[src/rtl/uart_autobaud.sv]
// uart_autobaud: learns the UART bit time from a 0x55 sync character and
// converts it into the clocks-per-bit UBRR value for the baud generator.
// Optional build macro UART_AUTOBAUD_CHECK_EN adds a per-interval sanity
// check that rejects characters whose falling edges are not evenly spaced.
module uart_autobaud #(
    parameter int unsigned UBRR_W   = 12,
    parameter int unsigned MIN_UBRR = 4,
    parameter int unsigned CNT_W    = UBRR_W + 3
) (
    input  logic              clk,
    input  logic              rst,
    input  logic              start,
    input  logic              rx,
    output logic [UBRR_W-1:0] UBRR,
    output logic              ubrr_valid,
    output logic              ubrr_changed,
    output logic              busy,
    output logic              err
);

    // One extra bit so a span of exactly 2^CNT_W clocks still fits.
    localparam int unsigned MEAS_W = CNT_W + 1;

    localparam logic [2:0] S_IDLE       = 3'd0;
    localparam logic [2:0] S_ARM        = 3'd1;
    localparam logic [2:0] S_WAIT_START = 3'd2;
    localparam logic [2:0] S_MEASURE    = 3'd3;
    localparam logic [2:0] S_WAIT_STOP  = 3'd4;
    localparam logic [2:0] S_CALC       = 3'd5;

    localparam logic [CNT_W-1:0]  CNT_MAX   = {CNT_W{1'b1}};
    localparam logic [MEAS_W-1:0] UBRR_MAX  = MEAS_W'({UBRR_W{1'b1}});
    localparam logic [MEAS_W-1:0] UBRR_MIN  = MEAS_W'(MIN_UBRR);

    logic              rx_m, rx_s, rx_d;
    logic              fall, rise;
    logic [2:0]        state, state_nxt;
    logic [CNT_W-1:0]  cnt, cnt_nxt;
    logic [2:0]        edges, edges_nxt;
    logic [MEAS_W-1:0] meas, meas_nxt;
    logic [MEAS_W-1:0] pos;
    logic [MEAS_W-1:0] res;
    logic              res_bad;
    logic              chk_fail;
    logic [UBRR_W-1:0] ubrr_nxt;
    logic              valid_nxt, changed_nxt, busy_nxt, err_nxt;

    // Two-flop synchronizer plus one delay stage for edge detection.
    always_ff @(posedge clk) begin
        if (rst) begin
            rx_m <= 1'b1;
            rx_s <= 1'b1;
            rx_d <= 1'b1;
        end else begin
            rx_m <= rx;
            rx_s <= rx_m;
            rx_d <= rx_s;
        end
    end

    assign fall = rx_d & ~rx_s;
    assign rise = ~rx_d & rx_s;

    // Clocks elapsed since the first falling edge, counting the current cycle.
    assign pos = MEAS_W'(cnt) + MEAS_W'(1);

    // Round-to-nearest divide of the 8-bit span by 8, range checked.
    assign res     = (meas + MEAS_W'(4)) >> 3;
    assign res_bad = (res < UBRR_MIN) || (res > UBRR_MAX);

`ifdef UART_AUTOBAUD_CHECK_EN
    logic [MEAS_W-1:0] iv [4];
    logic [MEAS_W-1:0] last_pos;
    logic [1:0]        iv_idx;

    assign iv_idx = 2'(edges - 3'd1);

    // Capture the four edge-to-edge intervals while measuring.
    always_ff @(posedge clk) begin
        if (rst) begin
            for (int i = 0; i < 4; i++) iv[i] <= '0;
            last_pos <= '0;
        end else if (state == S_WAIT_START && fall) begin
            last_pos <= '0;
        end else if (state == S_MEASURE && fall && !start) begin
            iv[iv_idx] <= pos - last_pos;
            last_pos   <= pos;
        end
    end

    // Any interval off its nominal quarter-span by more than span/16 fails.
    always_comb begin : chk_calc
        logic [MEAS_W-1:0] quarter;
        logic [MEAS_W-1:0] tol;
        logic [MEAS_W-1:0] dev;
        chk_fail = 1'b0;
        quarter  = meas >> 2;
        tol      = meas >> 4;
        dev      = '0;
        for (int i = 0; i < 4; i++) begin
            dev = (iv[i] > quarter) ? (iv[i] - quarter) : (quarter - iv[i]);
            if (dev > tol) chk_fail = 1'b1;
        end
    end
`else
    assign chk_fail = 1'b0;
`endif

    // State and output registers.
    always_ff @(posedge clk) begin
        if (rst) begin
            state        <= S_IDLE;
            cnt          <= '0;
            edges        <= '0;
            meas         <= '0;
            UBRR         <= '0;
            ubrr_valid   <= 1'b0;
            ubrr_changed <= 1'b0;
            busy         <= 1'b0;
            err          <= 1'b0;
        end else begin
            state        <= state_nxt;
            cnt          <= cnt_nxt;
            edges        <= edges_nxt;
            meas         <= meas_nxt;
            UBRR         <= ubrr_nxt;
            ubrr_valid   <= valid_nxt;
            ubrr_changed <= changed_nxt;
            busy         <= busy_nxt;
            err          <= err_nxt;
        end
    end

    // Next-state and next-output logic.
    always_comb begin
        state_nxt   = state;
        cnt_nxt     = cnt;
        edges_nxt   = edges;
        meas_nxt    = meas;
        ubrr_nxt    = UBRR;
        valid_nxt   = ubrr_valid;
        changed_nxt = 1'b0;
        err_nxt     = err;

        case (state)
            S_IDLE: begin
            end
            S_ARM: begin
                if (rx_s) state_nxt = S_WAIT_START;
            end
            S_WAIT_START: begin
                if (fall) begin
                    cnt_nxt   = '0;
                    edges_nxt = 3'd1;
                    state_nxt = S_MEASURE;
                end
            end
            S_MEASURE: begin
                cnt_nxt = cnt + CNT_W'(1);
                if (fall && edges == 3'd4) begin
                    meas_nxt  = pos;
                    cnt_nxt   = '0;
                    edges_nxt = 3'd5;
                    state_nxt = S_WAIT_STOP;
                end else begin
                    if (fall) edges_nxt = edges + 3'd1;
                    if (cnt == CNT_MAX) begin
                        err_nxt   = 1'b1;
                        valid_nxt = 1'b0;
                        state_nxt = S_IDLE;
                    end
                end
            end
            S_WAIT_STOP: begin
                cnt_nxt = cnt + CNT_W'(1);
                if (rise) begin
                    state_nxt = S_CALC;
                end else if (cnt == CNT_MAX) begin
                    err_nxt   = 1'b1;
                    valid_nxt = 1'b0;
                    state_nxt = S_IDLE;
                end
            end
            S_CALC: begin
                state_nxt = S_IDLE;
                if (res_bad || chk_fail) begin
                    err_nxt   = 1'b1;
                    valid_nxt = 1'b0;
                end else begin
                    ubrr_nxt    = UBRR_W'(res);
                    valid_nxt   = 1'b1;
                    changed_nxt = (UBRR_W'(res) != UBRR);
                end
            end
            default: begin
                state_nxt = S_IDLE;
            end
        endcase

        // A start pulse always (re)arms, discarding any partial measurement.
        if (start) begin
            state_nxt   = S_ARM;
            cnt_nxt     = '0;
            edges_nxt   = '0;
            err_nxt     = 1'b0;
            valid_nxt   = 1'b0;
            changed_nxt = 1'b0;
            ubrr_nxt    = UBRR;
        end

        busy_nxt = (state_nxt != S_IDLE);
    end

endmodule

[config.mk]
export PLATFORM = sky130hd
export DESIGN_NAME = uart_autobaud
export DESIGN_NICKNAME = d
export VERILOG_FILES = /design/src/rtl/uart_autobaud.sv
export SDC_FILE = /design/constraint.sdc
export NUM_CORES = 1
export LEC_CHECK = 0
export CORE_MARGIN = 2
export CORE_UTILIZATION = 34
export DETAILED_ROUTE_END_ITERATION = 6
export MAX_ROUTING_LAYER = met4
export PLACE_DENSITY = 0.53
export SLEW_MARGIN = 20
export SYNTH_ARGS = -nofsm -noshare
export SYNTH_HDL_FRONTEND = slang
export SYNTH_SLANG_ARGS = --single-unit
[constraint.sdc]
create_clock -name clk -period 4.9 [get_ports clk]
set_clock_uncertainty 0.05 [all_clocks]
set_input_delay 0.98 -clock clk [delete_from_list [all_inputs] [get_ports clk]]
set_output_delay 0.98 -clock clk [all_outputs]
set_load 0.03 [all_outputs]
# Yosys cells after proc, flatten, opt, wreduce, memory -nomap -nowiden
# Cells that the tools add are included.
# totals
ramBits	0
reg_bits	56
mem_count	0
latchBits	0
inputBits	4
mem_bits_ro	0
elab_cells	77
# op_classes
mux	24
bitwise_logic	7
shifts	0
div_mod_pow	0
addsub	4
magnitude_cmp	2
n_reduce_logical	15
eq_ne	13
mul	0
# ops
operator	n
$pmux 15 s3	1
$mux 15	2
$mux 3	9
$add 15x1->16 const B	1
$add 16x3->16 const B	1
$add 15x1->15 const B	1
$eq 15x15->1 const B	1
$pmux 3 s5	1
$gt 13x12->1 const B	1
$lt 13x3->1 const B	1
$ne 12x12->1	1
$eq 3x3->1 const B	3
$reduce_and 3->1	3
$reduce_bool 3->1	3
$mux 1	8
$ne 2x2->1 const B	4
$eq 3x2->1 const B	2
$pmux 1 s3	2
$pmux 3 s2	1
$not 1->1	5
$reduce_and 2->1	2
$reduce_and 4->1	1
$reduce_or 4->1	1
$add 3x1->3 const B	1
8 further kinds	9

# Depth between registers and ports, before layout
# Gate-level depths: netlist of run 1.
# logic_depth
word_depth	7
depth_mapped	10
ltp_nobuf	8

# Least setup slack after synthesis of run 1
# Ideal clock, no wire load.
# synth_timing
kind	reg2reg
start	register meas[2]
end	register ubrr_changed
required_ns	4.728
setup_slack_ns	2.690
arrival_time_ns	2.038
stages_incl_launch_ff	8
n_path_buf	1
period_less_slack_ns	2.210
setup_ns	0.122
cell_sequence	dfxtp_1 -> ha_1 -> buf_4 -> nand3_1 -> nor3b_1 -> nor3b_1 -> or4_1 -> o311a_1
# synth_via
elab_chain_cells	4
# synth_rtl
item	line	rtl
start, declared	40	logic [MEAS_W-1:0] meas, meas_nxt;
start signal, assigned	125	meas <= meas_nxt;
$add 16x3->16 (*)	68	assign res = (meas + MEAS_W'(4)) >> 3;
$lt 13x3->1 / $gt 13x12->1 (equally long branches)	69	assign res_bad = (res < UBRR_MIN) || (res > UBRR_MAX);
$logic_or 1x1->1	69	
$reduce_or 4->1 (no source line)	-	
end signal, assigned	128	ubrr_changed <= changed_nxt;
end, declared	16	output logic ubrr_changed,
# Every way passes the cells marked *; elsewhere a longest branch is shown, timed or not.
# A chain may end at the register's enable or synchronous reset.

# Worst setup path in the final report of run 1
# layout_timing
start	register meas[4]
end	register UBRR[1]
# layout_via
elab_chain_cells	5
# layout_rtl
item	line	rtl
$add 16x3->16 (*)	68	
$lt 13x3->1 / $gt 13x12->1 (equally long branches)	69	
$logic_or 1x1->1	69	
$not 1->1 (no source line)	-	
$reduce_and 3->1 (no source line)	-	
end signal, assigned	126	UBRR <= ubrr_nxt;
end, declared	14	output logic [UBRR_W-1:0] UBRR,
# Marked as above.

==> results of run 1 <==
[report_power, final]
part	internal, W	switching, W
Sequential	0.000441	0.00000341
Clock	0.000218	0.000150
Combinational	0.00000965	0.0000154
[per-layer routing]
layer	global-route usage (%)	vias up	part of all wire [%]
met5	-	-	0
met1	20.4	1189	53
met4	3.48	0	0.78
met2	21.5	47	44
li1	-	1361	-
met3	2.58	6	3.2
[through the flow]
step                cells  hold WS [ns]
floorplan             377         0.339
global placement      479         0.341
detailed placement    479         0.344
CTS                   487         0.368
global route          487         0.389
finish                487         0.367
[worst max-delay path, delay by kind of cell, from the launching register on]
| family | cells | cell delay [ns] |
|---|---|---|
| AO/OA/AOI/OAI | 1 | 0.08 |
| XOR/XNOR | 1 | 0.20 |
| AND/OR/NAND/NOR | 4 | 1.73 |
| flip-flops | 1 | 0.55 |
[how the worst max path moves through the flow]
stage,depth (start not counted),endpoint,slack [ns],from
floorplan,7,ubrr_changed$_SDFF_PP0_,2.69,meas[2]$_SDFFE_PP0P_
global placement,4,UBRR[1]$_SDFFE_PP0P_,2.03,start
global route,6,UBRR[0]$_SDFFE_PP0P_,1.95,meas[4]$_SDFFE_PP0P_
finish,6,UBRR[1]$_SDFFE_PP0P_,2.23,meas[4]$_SDFFE_PP0P_
CTS,7,UBRR[1]$_SDFFE_PP0P_,2.21,meas[3]$_SDFFE_PP0P_
detailed placement,4,UBRR[1]$_SDFFE_PP0P_,1.99,start
[registers in the layout, summed over array words and instances, names as in the netlist]
register,flops
state,3
rx_m,1
meas,14
busy,1
ubrr_changed,1
edges,3
cnt,15
rx_s,1
ubrr_valid,1
err,1
rx_d,1
UBRR,12
[cell type report]
class	count	area, um^2
fillers	915	5360
inverters	8	30.0
flip-flops and latches	54	1080
multi-input cells	287	1840
well taps	108	135
repair buffers	22	213
clock inverters	2	60.1
clock buffers	6	82.6
[placed cells by master, fill, tap and decap left out, drive strengths merged, types with 5 or more instances in the layout]
| cell | netlist | routed |
|---|---|---|
| dfxtp | 54 | 54 |
| nor2 | 39 | 39 |
| o21ai | 27 | 27 |
| xor2 | 22 | 22 |
| a21oi | 22 | 22 |
| xnor2 | 19 | 19 |
| clkdlybuf4s50 | 0 | 19 |
| nand3 | 18 | 18 |
| nand2 | 16 | 16 |
| a211oi | 14 | 14 |
| or3 | 10 | 10 |
| nand2b | 9 | 9 |
| inv | 8 | 8 |
| nand4 | 7 | 7 |
| a31oi | 6 | 6 |
| nor3 | 6 | 6 |
| or4 | 6 | 6 |
| clkbuf | 13 | 6 |
| and3 | 6 | 6 |
| or2 | 5 | 5 |
| a21o | 5 | 5 |
[cells by family after synthesis]
family                   count (synthesis)  synth area share, %
AO/OA/AOI/OAI                           97                 19.8
multiplexers                             1                0.320
adder cells (fa/ha/maj)                  4                 1.60
buffers and inverters                   36                 6.37
XOR/XNOR                                41                 11.5
flip-flops                              54                 34.6
AND/OR/NAND/NOR                        144                 25.8
==> results.cfg, run 1 <==
[clocking]
cts_tree = done
post_cts_resize_count = 0
holdBufCountCts = 0
clkTransAtPathRegs_ns = 0.10
ctsLongestPathBuffers = 2
cts_sinks = 54
clock_tree.htree_level_count = 2
worst_skew_pair.late_latency_ns = 0.31
cts_setup_buffers = 0
root_buf_cell = sky130_fd_sc_hd__clkbuf_8
tritoncts.num_buffers = 5

[timing]
min_period_over_period_pct = 54.6
report.final.setup_viol = 0
fin_tns_setup_ns = 0
final.min_clock_period_ns = 2.67
grt_setup_unrepaired = false
timing.final.ws_setup_ns = 2.23
final_max_slew_viol_count = 0
slew-limit-headroom_pct = 45.0
final_hold_viol_count = 0
max_freq_ghz = 0.374
tightestPinTransition_ns = 0.823

[worst_setup_path]
crit_fanout = 19
critical_path.reg2reg.startpoint = meas[4]$_SDFFE_PP0P_
critPathSlowestCell = sky130_fd_sc_hd__or4_1
crit_path_cell_trace = and4_1, nand4_1, xor2_1, nand4b_1, or4_1, o21ai_1
worst_r2r_path_depth = 6
critical_path_class = reg2reg
crit_path_end_kind = flip-flop
arrival_ns = 2.87
reg2reg_slack_ns = 2.23
cpPeakStageDelay_ns = 0.67
required_ns = 5.10
reg2reg_to = UBRR[1]$_SDFFE_PP0P_
timing.critical_path.from_type = flip-flop

[status]
run_status = finished clean

[logic_synthesis]
async_flop_share_pct = 0
synth_edf_count = 0
sequential_fraction_of_the_synthesis_area_pct = 34.6
syn_area_mm2 = 0.00312
netlist-cell-type-count = 57
most_used_dff_post_synth = sky130_fd_sc_hd__dfxtp_1
synth.top_cells.by_area = sky130_fd_sc_hd__dfxtp_1, sky130_fd_sc_hd__xor2_1, sky130_fd_sc_hd__xnor2_1
synth.top_cells.by_count = sky130_fd_sc_hd__dfxtp_1, sky130_fd_sc_hd__nor2_1, sky130_fd_sc_hd__o21ai_0
synth_area_per_cell_um2 = 8.29
synthesis.nets = 385
synthesis.instances = 377
synth_largest_type_area_fraction_pct = 34.6
synth_top_cell_by_area = sky130_fd_sc_hd__dfxtp_1
yosysMostFrequentCell = sky130_fd_sc_hd__dfxtp_1
synth-seq-cells = 54
yosys_warnings = 0

[global_routing]
first_global_vias = 2335
antenna_found_initial = 0
grt_start_max_net_pins = 41
global_route_wire_length_before_repair_mm = 11.5
grt_overflow_total = 0
groute.usage.overall_pct = 14.5

[die]
floorplan.rows = 34
design.core.area_mm2 = 0.00881
dieArea_mm2 = 0.00997
die_height_um = 99.9
initial_utilization_pct = 35.5
die_x_um = 99.9
num_io_pins = 20

[pwr]
power_leakage_nw = 1.18
worst_ir_drop_vdd_mv = 0.121
power_density_mw_per_mm2 = 243
power_w = 0.000837

[placed_design]
dp_hpwl_mm = 4.78
place.gp.congestion = 0.791
dpl_worst_slack_ns = 1.99
number_of_port_buffers = 19
dpl_cell_area_mm2 = 0.00330

[routing]
drt.antenna.violating_nets = 0
post-route-drc-count = 0
vias_per_cell = 5.34
route.final.wire_length_mm = 6.70
drt_first_iter_violations = 157
detailroute.via_count = 2603
first_pass_iters = 4
route.detailed.wl_per_inst_um = 13.8

[layout]
final_cell_area_mm2 = 0.00345
fin_util_pct = 39.1
antenna_cell_count = 0
final_layout_size_suffix_gt1_share_pct = 5.54
synthToLayoutAreaGrowth_pct = 10.3
post_layout_net_count = 386

[min_path]
worst_hold_path_class = reg2reg
worst_hold_stages = 1
worstHoldEndpoint = rx_s$_SDFF_PP1_
hold_start = rx_m$_SDFF_PP1_

[flow_run]
timing.max_cap.violations = 0
No activity file was read; power rests on OpenSTA's default activity.
==> run 2, diff against run 1 <==
==> constraint.sdc (replaced) <==
create_clock -name clk -period 2.6 [get_ports clk]
set_clock_uncertainty 0.05 [all_clocks]
set_input_delay 0.52 -clock clk [delete_from_list [all_inputs] [get_ports clk]]
set_output_delay 0.52 -clock clk [all_outputs]
set_load 0.03 [all_outputs]
==> results.cfg, run 2 (same netlist as run 1, synthesis figures left out) <==
[die]
floorplan.rows = 34
num_io_pins = 20
dieArea_mm2 = 0.00997
die_x_um = 99.9
design.core.area_mm2 = 0.00881
initial_utilization_pct = 35.5
die_height_um = 99.9

[timing]
final_hold_viol_count = 0
min_period_over_period_pct = 90.5
tightestPinTransition_ns = 0.815
fin_tns_setup_ns = 0
final_max_slew_viol_count = 0
slew-limit-headroom_pct = 45.3
max_freq_ghz = 0.425
grt_setup_unrepaired = false
report.final.setup_viol = 0
final.min_clock_period_ns = 2.35

[worst_setup_path]
critical_path.reg2reg.startpoint = meas[2]$_SDFFE_PP0P_
timing.critical_path.from_type = flip-flop
reg2reg_to = UBRR[2]$_SDFFE_PP0P_
critical_path.top_delay_family = simple AND/OR/NAND/NOR gates
critical_path.n_buffers_inverters = 0
crit_path_cell_trace = ha_1, nand3_1, o2bb2ai_1, a31oi_1, and4bb_2, or4_1, o21ai_0
crit_fanout = 19
reg2reg_slack_ns = 0.25
arrival_ns = 2.55
critPathSlowestCell = sky130_fd_sc_hd__or4_1
critical_path_class = reg2reg
cpPeakStageDelay_ns = 0.53
worst_r2r_path_depth = 7
worst-path-stages = 7
required_ns = 2.79
crit_path_end_kind = flip-flop

[global_routing]
grt_start_max_net_pins = 30
grt_overflow_total = 0
first_global_vias = 2416
antenna_found_initial = 0
global_route_wire_length_before_repair_mm = 11.7
groute.usage.overall_pct = 14.6

[flow_run]
timing.max_cap.violations = 0

[routing]
first_pass_iters = 4
route.final.wire_length_mm = 6.92
met3RoutedLength_um = 200
vias_per_cell = 5.31
post-route-drc-count = 0
drt_first_iter_violations = 123
dr.max_layer_used = met4
detailroute.via_count = 2638
drt.antenna.violating_nets = 0
route.met2.wl_mm = 3.07
detail_route.wirelength.met1_mm = 3.63
route.detailed.wl_per_inst_um = 13.9

[min_path]
worst_hold_stages = 1
worst_hold_path_class = reg2reg
hold_start = rx_m$_SDFF_PP1_
worstHoldEndpoint = rx_s$_SDFF_PP1_

[layout]
fillerInstances = 902
largest_register_ff_count = 15
synthToLayoutAreaGrowth_pct = 11.7
layout_commonest_cell = sky130_fd_sc_hd__dfxtp_1
largest-register = cnt
most-common-layout-cells = sky130_fd_sc_hd__dfxtp_1, sky130_fd_sc_hd__nor2_1, sky130_fd_sc_hd__o21ai_0, sky130_fd_sc_hd__xor2_1, sky130_fd_sc_hd__a21oi_1
antenna_cell_count = 0
final_layout_size_suffix_gt1_share_pct = 7.97
post_layout_nonfiller_instances = 497
registers_with_the_most_flip_flops = cnt x15, meas x14, UBRR x12
post_layout_net_count = 396

[placed_design]
place.gp.congestion = 0.801
dp_hpwl_mm = 5.05
dp.cells = 489
number_of_port_buffers = 19

[clocking]
cts_tree = done
tritoncts.num_buffers = 5
cts_sinks = 54
clkTransAtPathRegs_ns = 0.10
ctsLongestPathBuffers = 2
root_buf_cell = sky130_fd_sc_hd__clkbuf_8
holdBufCountCts = 0
clock_tree.htree_level_count = 2
worst_skew_pair.late_latency_ns = 0.30

[pwr]
pwr-share-clk_pct = 39.3
internal-power_w = 0.00114
seq_power_share_pct = 57.4
power_density_mw_per_mm2 = 418
combinationalPowerShare_pct = 3.3
netSwitchingFraction_pct = 22.0
power_leakage_nw = 1.21
worst_ir_drop_vdd_mv = 0.186
switchingPower_w = 0.000321

[status]
run_status = finished clean
## run 2: cell types whose count changed in the layout (fill, tap and decap cells not counted)
cell,change
sky130_fd_sc_hd__buf_4,+10
sky130_fd_sc_hd__clkbuf_1,+1
sky130_fd_sc_hd__and4bb_2,+1
sky130_fd_sc_hd__bufinv_16,-1
sky130_fd_sc_hd__and4bb_1,-1
sky130_fd_sc_hd__clkbuf_8,-1
sky130_fd_sc_hd__clkinvlp_4,+1
## run 2: cell type report
class | count | area (um^2) | area share (%)
tap | 108 | 135 | 3.87
clock inverter | 2 | 37.5 | 1.08
inverter | 8 | 30.0 | 0.861
multi-input combinational | 287 | 1840 | 52.9
timing repair buffer | 32 | 288 | 8.25
sequential | 54 | 1080 | 31.0
clock buffer | 6 | 72.6 | 2.08
## run 2: what timing repair did
item	4_1_cts	5_1_grt
endpoints found under the hold margin	0	0
endpoints found under the setup margin	0	6
resized for setup	0	1
setup buffers	0	0
## run 2: per-stage QoR
step | setup WS [ns] | hold WS [ns] | utilization (%) | power, W | area [um^2]
2_1_floorplan | 0.390 | 0.339 | - | 0.000887 | 3120
3_3_place_gp | 0.263 | 0.341 | 38.4 | 0.000906 | 3380
3_5_place_dp | 0.188 | 0.344 | 38.4 | 0.000906 | 3380
4_1_cts | 0.170 | 0.367 | 39.6 | 0.00149 | 3490
5_1_grt | 0.0642 | 0.391 | 39.6 | 0.00152 | 3490
6_report | 0.247 | 0.364 | 39.6 | 0.00146 | 3490
## run 2: worst max path at each step
stage	slack, ns	startpoint	end
3_3_place_gp	0.26	meas[2]$_SDFFE_PP0P_	UBRR[2]$_SDFFE_PP0P_
6_report	0.25	meas[2]$_SDFFE_PP0P_	UBRR[2]$_SDFFE_PP0P_
5_1_grt	0.06	cnt[0]$_SDFFE_PP0P_	busy$_SDFF_PP0_
3_5_place_dp	0.19	meas[4]$_SDFFE_PP0P_	UBRR[2]$_SDFFE_PP0P_
4_1_cts	0.17	meas[4]$_SDFFE_PP0P_	UBRR[0]$_SDFFE_PP0P_
2_1_floorplan	0.39	meas[2]$_SDFFE_PP0P_	ubrr_changed$_SDFF_PP0_
## run 2: metal layers
metal	track usage [%]	vias up
li1	-	1376
met1	20.3	1215
met2	23.0	45
met3	2.16	2
met4	2.53	0
met5	-	-
## run 2: power groups by stage
stage          registers, W  clock network (W)  logic (W)
2_1_floorplan      0.000856                  0  0.0000306
3_3_place_gp       0.000857                  0  0.0000492
3_5_place_dp       0.000856                  0  0.0000494
4_1_cts            0.000837           0.000602  0.0000495
5_1_grt            0.000839           0.000628  0.0000543
6_report           0.000838           0.000573  0.0000489
==> run 3, diff against run 2 <==
--- a/config.mk
+++ b/config.mk
@@ -10,6 +10,7 @@
 export DETAILED_ROUTE_END_ITERATION = 6
 export MAX_ROUTING_LAYER = met4
 export PLACE_DENSITY = 0.53
+export RECOVER_POWER = 25
 export SLEW_MARGIN = 20
 export SYNTH_ARGS = -nofsm -noshare
 export SYNTH_HDL_FRONTEND = slang
==> constraint.sdc (replaced) <==
create_clock -name clk -period 2.2 [get_ports clk]
set_clock_uncertainty 0.05 [all_clocks]
set_input_delay 0.44 -clock clk [delete_from_list [all_inputs] [get_ports clk]]
set_output_delay 0.44 -clock clk [all_outputs]
set_load 0.03 [all_outputs]
==> results.cfg, run 3 (same netlist as run 1, synthesis figures left out) <==
[flow_run]
timing.max_cap.violations = 0

[global_routing]
global_route_wire_length_before_repair_mm = 11.8
groute.usage.overall_pct = 14.8
grt_overflow_total = 0
first_global_vias = 2505
grt_start_max_net_pins = 30
antenna_found_initial = 0

[die]
floorplan.rows = 34
design.core.area_mm2 = 0.00881
num_io_pins = 20
initial_utilization_pct = 35.5
die_height_um = 99.9
dieArea_mm2 = 0.00997
die_x_um = 99.9

[placed_design]
dpl_cell_area_mm2 = 0.00357
number_of_port_buffers = 19
dp_hpwl_mm = 5.23
place.gp.congestion = 0.812

[worst_setup_path]
crit_fanout = 6
required_ns = 2.36
cpPeakStageDelay_ns = 0.54
critical_path_class = reg2reg
crit_path_end_kind = flip-flop
timing.critical_path.from_type = flip-flop
arrival_ns = 2.22
crit_path_cell_trace = nand4_1, buf_4, o21ai_0, nand3_1, or4_1, o311a_1
critPathSlowestCell = sky130_fd_sc_hd__or4_1

[routing]
route.final.wire_length_mm = 6.95
route.detailed.wl_per_inst_um = 13.4
first_pass_iters = 4
vias_per_cell = 5.22
drt.antenna.violating_nets = 0
drt_first_iter_violations = 85
post-route-drc-count = 0
detailroute.via_count = 2707

[clocking]
cts_sinks = 54
clock_tree.htree_level_count = 2
worst_skew_pair.late_latency_ns = 0.31
root_buf_cell = sky130_fd_sc_hd__clkbuf_8
cts_tree = done
ctsLongestPathBuffers = 2
cts_setup_buffers = 0
holdBufCountCts = 0
clkTransAtPathRegs_ns = 0.10
tritoncts.num_buffers = 5

[timing]
report.final.setup_viol = 0
final_hold_viol_count = 0
final_max_slew_viol_count = 0
min_period_over_period_pct = 93.6
final.min_clock_period_ns = 2.06
slew-limit-headroom_pct = 48.3
max_freq_ghz = 0.486
tightestPinTransition_ns = 0.775

[min_path]
worst_hold_path_class = reg2reg

[layout]
final_layout_size_suffix_gt1_share_pct = 13.9
final_cell_area_mm2 = 0.00368
post_layout_net_count = 419
antenna_cell_count = 0
most-common-layout-cells = sky130_fd_sc_hd__dfxtp_1, sky130_fd_sc_hd__nor2_1, sky130_fd_sc_hd__buf_4, sky130_fd_sc_hd__o21ai_0
synthToLayoutAreaGrowth_pct = 17.9
registers_with_the_most_flip_flops = cnt x15, meas x14, UBRR x12
fin_util_pct = 41.8
largest_register_ff_count = 15
largest-register = cnt
layout_commonest_cell = sky130_fd_sc_hd__dfxtp_1

[status]
run_status = finished clean

[pwr]
worst_ir_drop_vdd_mv = 0.212
power_density_mw_per_mm2 = 432
power_leakage_nw = 1.33
power_w = 0.00159
==> run 3: cell count changes in the layout (fill, tap and decap cells not counted), moves of 3 or more <==
cell                       before  now
sky130_fd_sc_hd__buf_4         13   32
sky130_fd_sc_hd__clkbuf_1       1    4
sky130_fd_sc_hd__dfxtp_1       54   51
sky130_fd_sc_hd__dfxtp_2        0    3
==> run 3: path summary, 6_finish.rpt <==
| kind | startpoint | end | slack (ns) | cells past startpoint |
|---|---|---|---|---|
| min | rx_m$_SDFF_PP1_ | rx_s$_SDFF_PP1_ | 0.37 | 1 |
| min reg2reg | rx_m$_SDFF_PP1_ | rx_s$_SDFF_PP1_ | 0.37 | 1 |
| max | meas[5]$_SDFFE_PP0P_ | ubrr_changed$_SDFF_PP0_ | 0.14 | 6 |
| max reg2reg | meas[5]$_SDFFE_PP0P_ | ubrr_changed$_SDFF_PP0_ | 0.14 | 6 |
==> run 3: worst max-delay path, delay by kind of cell (launching register included) <==
family / cells / cell delay [ns]
and+or+nand+nor: 3 / 0.80
buffers and inverters: 1 / 0.19
AOI/OAI and AO/OA: 2 / 0.49
DFF: 1 / 0.43
==> run 3: routing by layer <==
| layer | global-route usage [%] | share of wire, % | routed length, um |
|---|---|---|---|
| met1 | 19.0 | 51 | 3540 |
| met2 | 24.6 | 46 | 3220 |
| met3 | 2.30 | 1.7 | 120 |
| met4 | 3.79 | 1.0 | 70 |
| met5 | - | 0 | 0 |
==> run 3: repair_timing <==
item,4_1_cts,5_1_grt
pin swaps,0,1
gates resized for setup,3,11
setup endpoints to repair,15,16
==> run 3: stage by stage <==
stage                     instances  setup WS, ns  hold WS [ns]  TNS (ns)
after global routing            519       -0.0119         0.395   -0.0226
after global placement          512       -0.0618         0.341    -0.222
after detailed placement        512       -0.0985         0.347    -0.767
final                           519         0.141         0.367         0
after floorplan                 377        0.0388         0.339         0
after CTS                       519       0.00621         0.370         0
==> run 3: cell type report <==
type                            instances  area [um^2]
Clock buffer                            7         76.3
Fill cell                             930         5120
Inverter                                8         30.0
Multi-Input combinational cell        287         1890
Sequential cell                        54         1080
Tap cell                              108          135
Timing Repair Buffer                   55          469
==> run 3: power by group <==
part | total [W] | switching [W] | internal (W) | leakage, nW
sequential | 0.000988 | 0.00000530 | 0.000982 | 0.438
combinational | 0.0000619 | 0.0000382 | 0.0000237 | 0.851
clock | 0.000541 | 0.000321 | 0.000221 | 0.0383
total | 0.00159 | 0.000364 | 0.00123 | 1.33
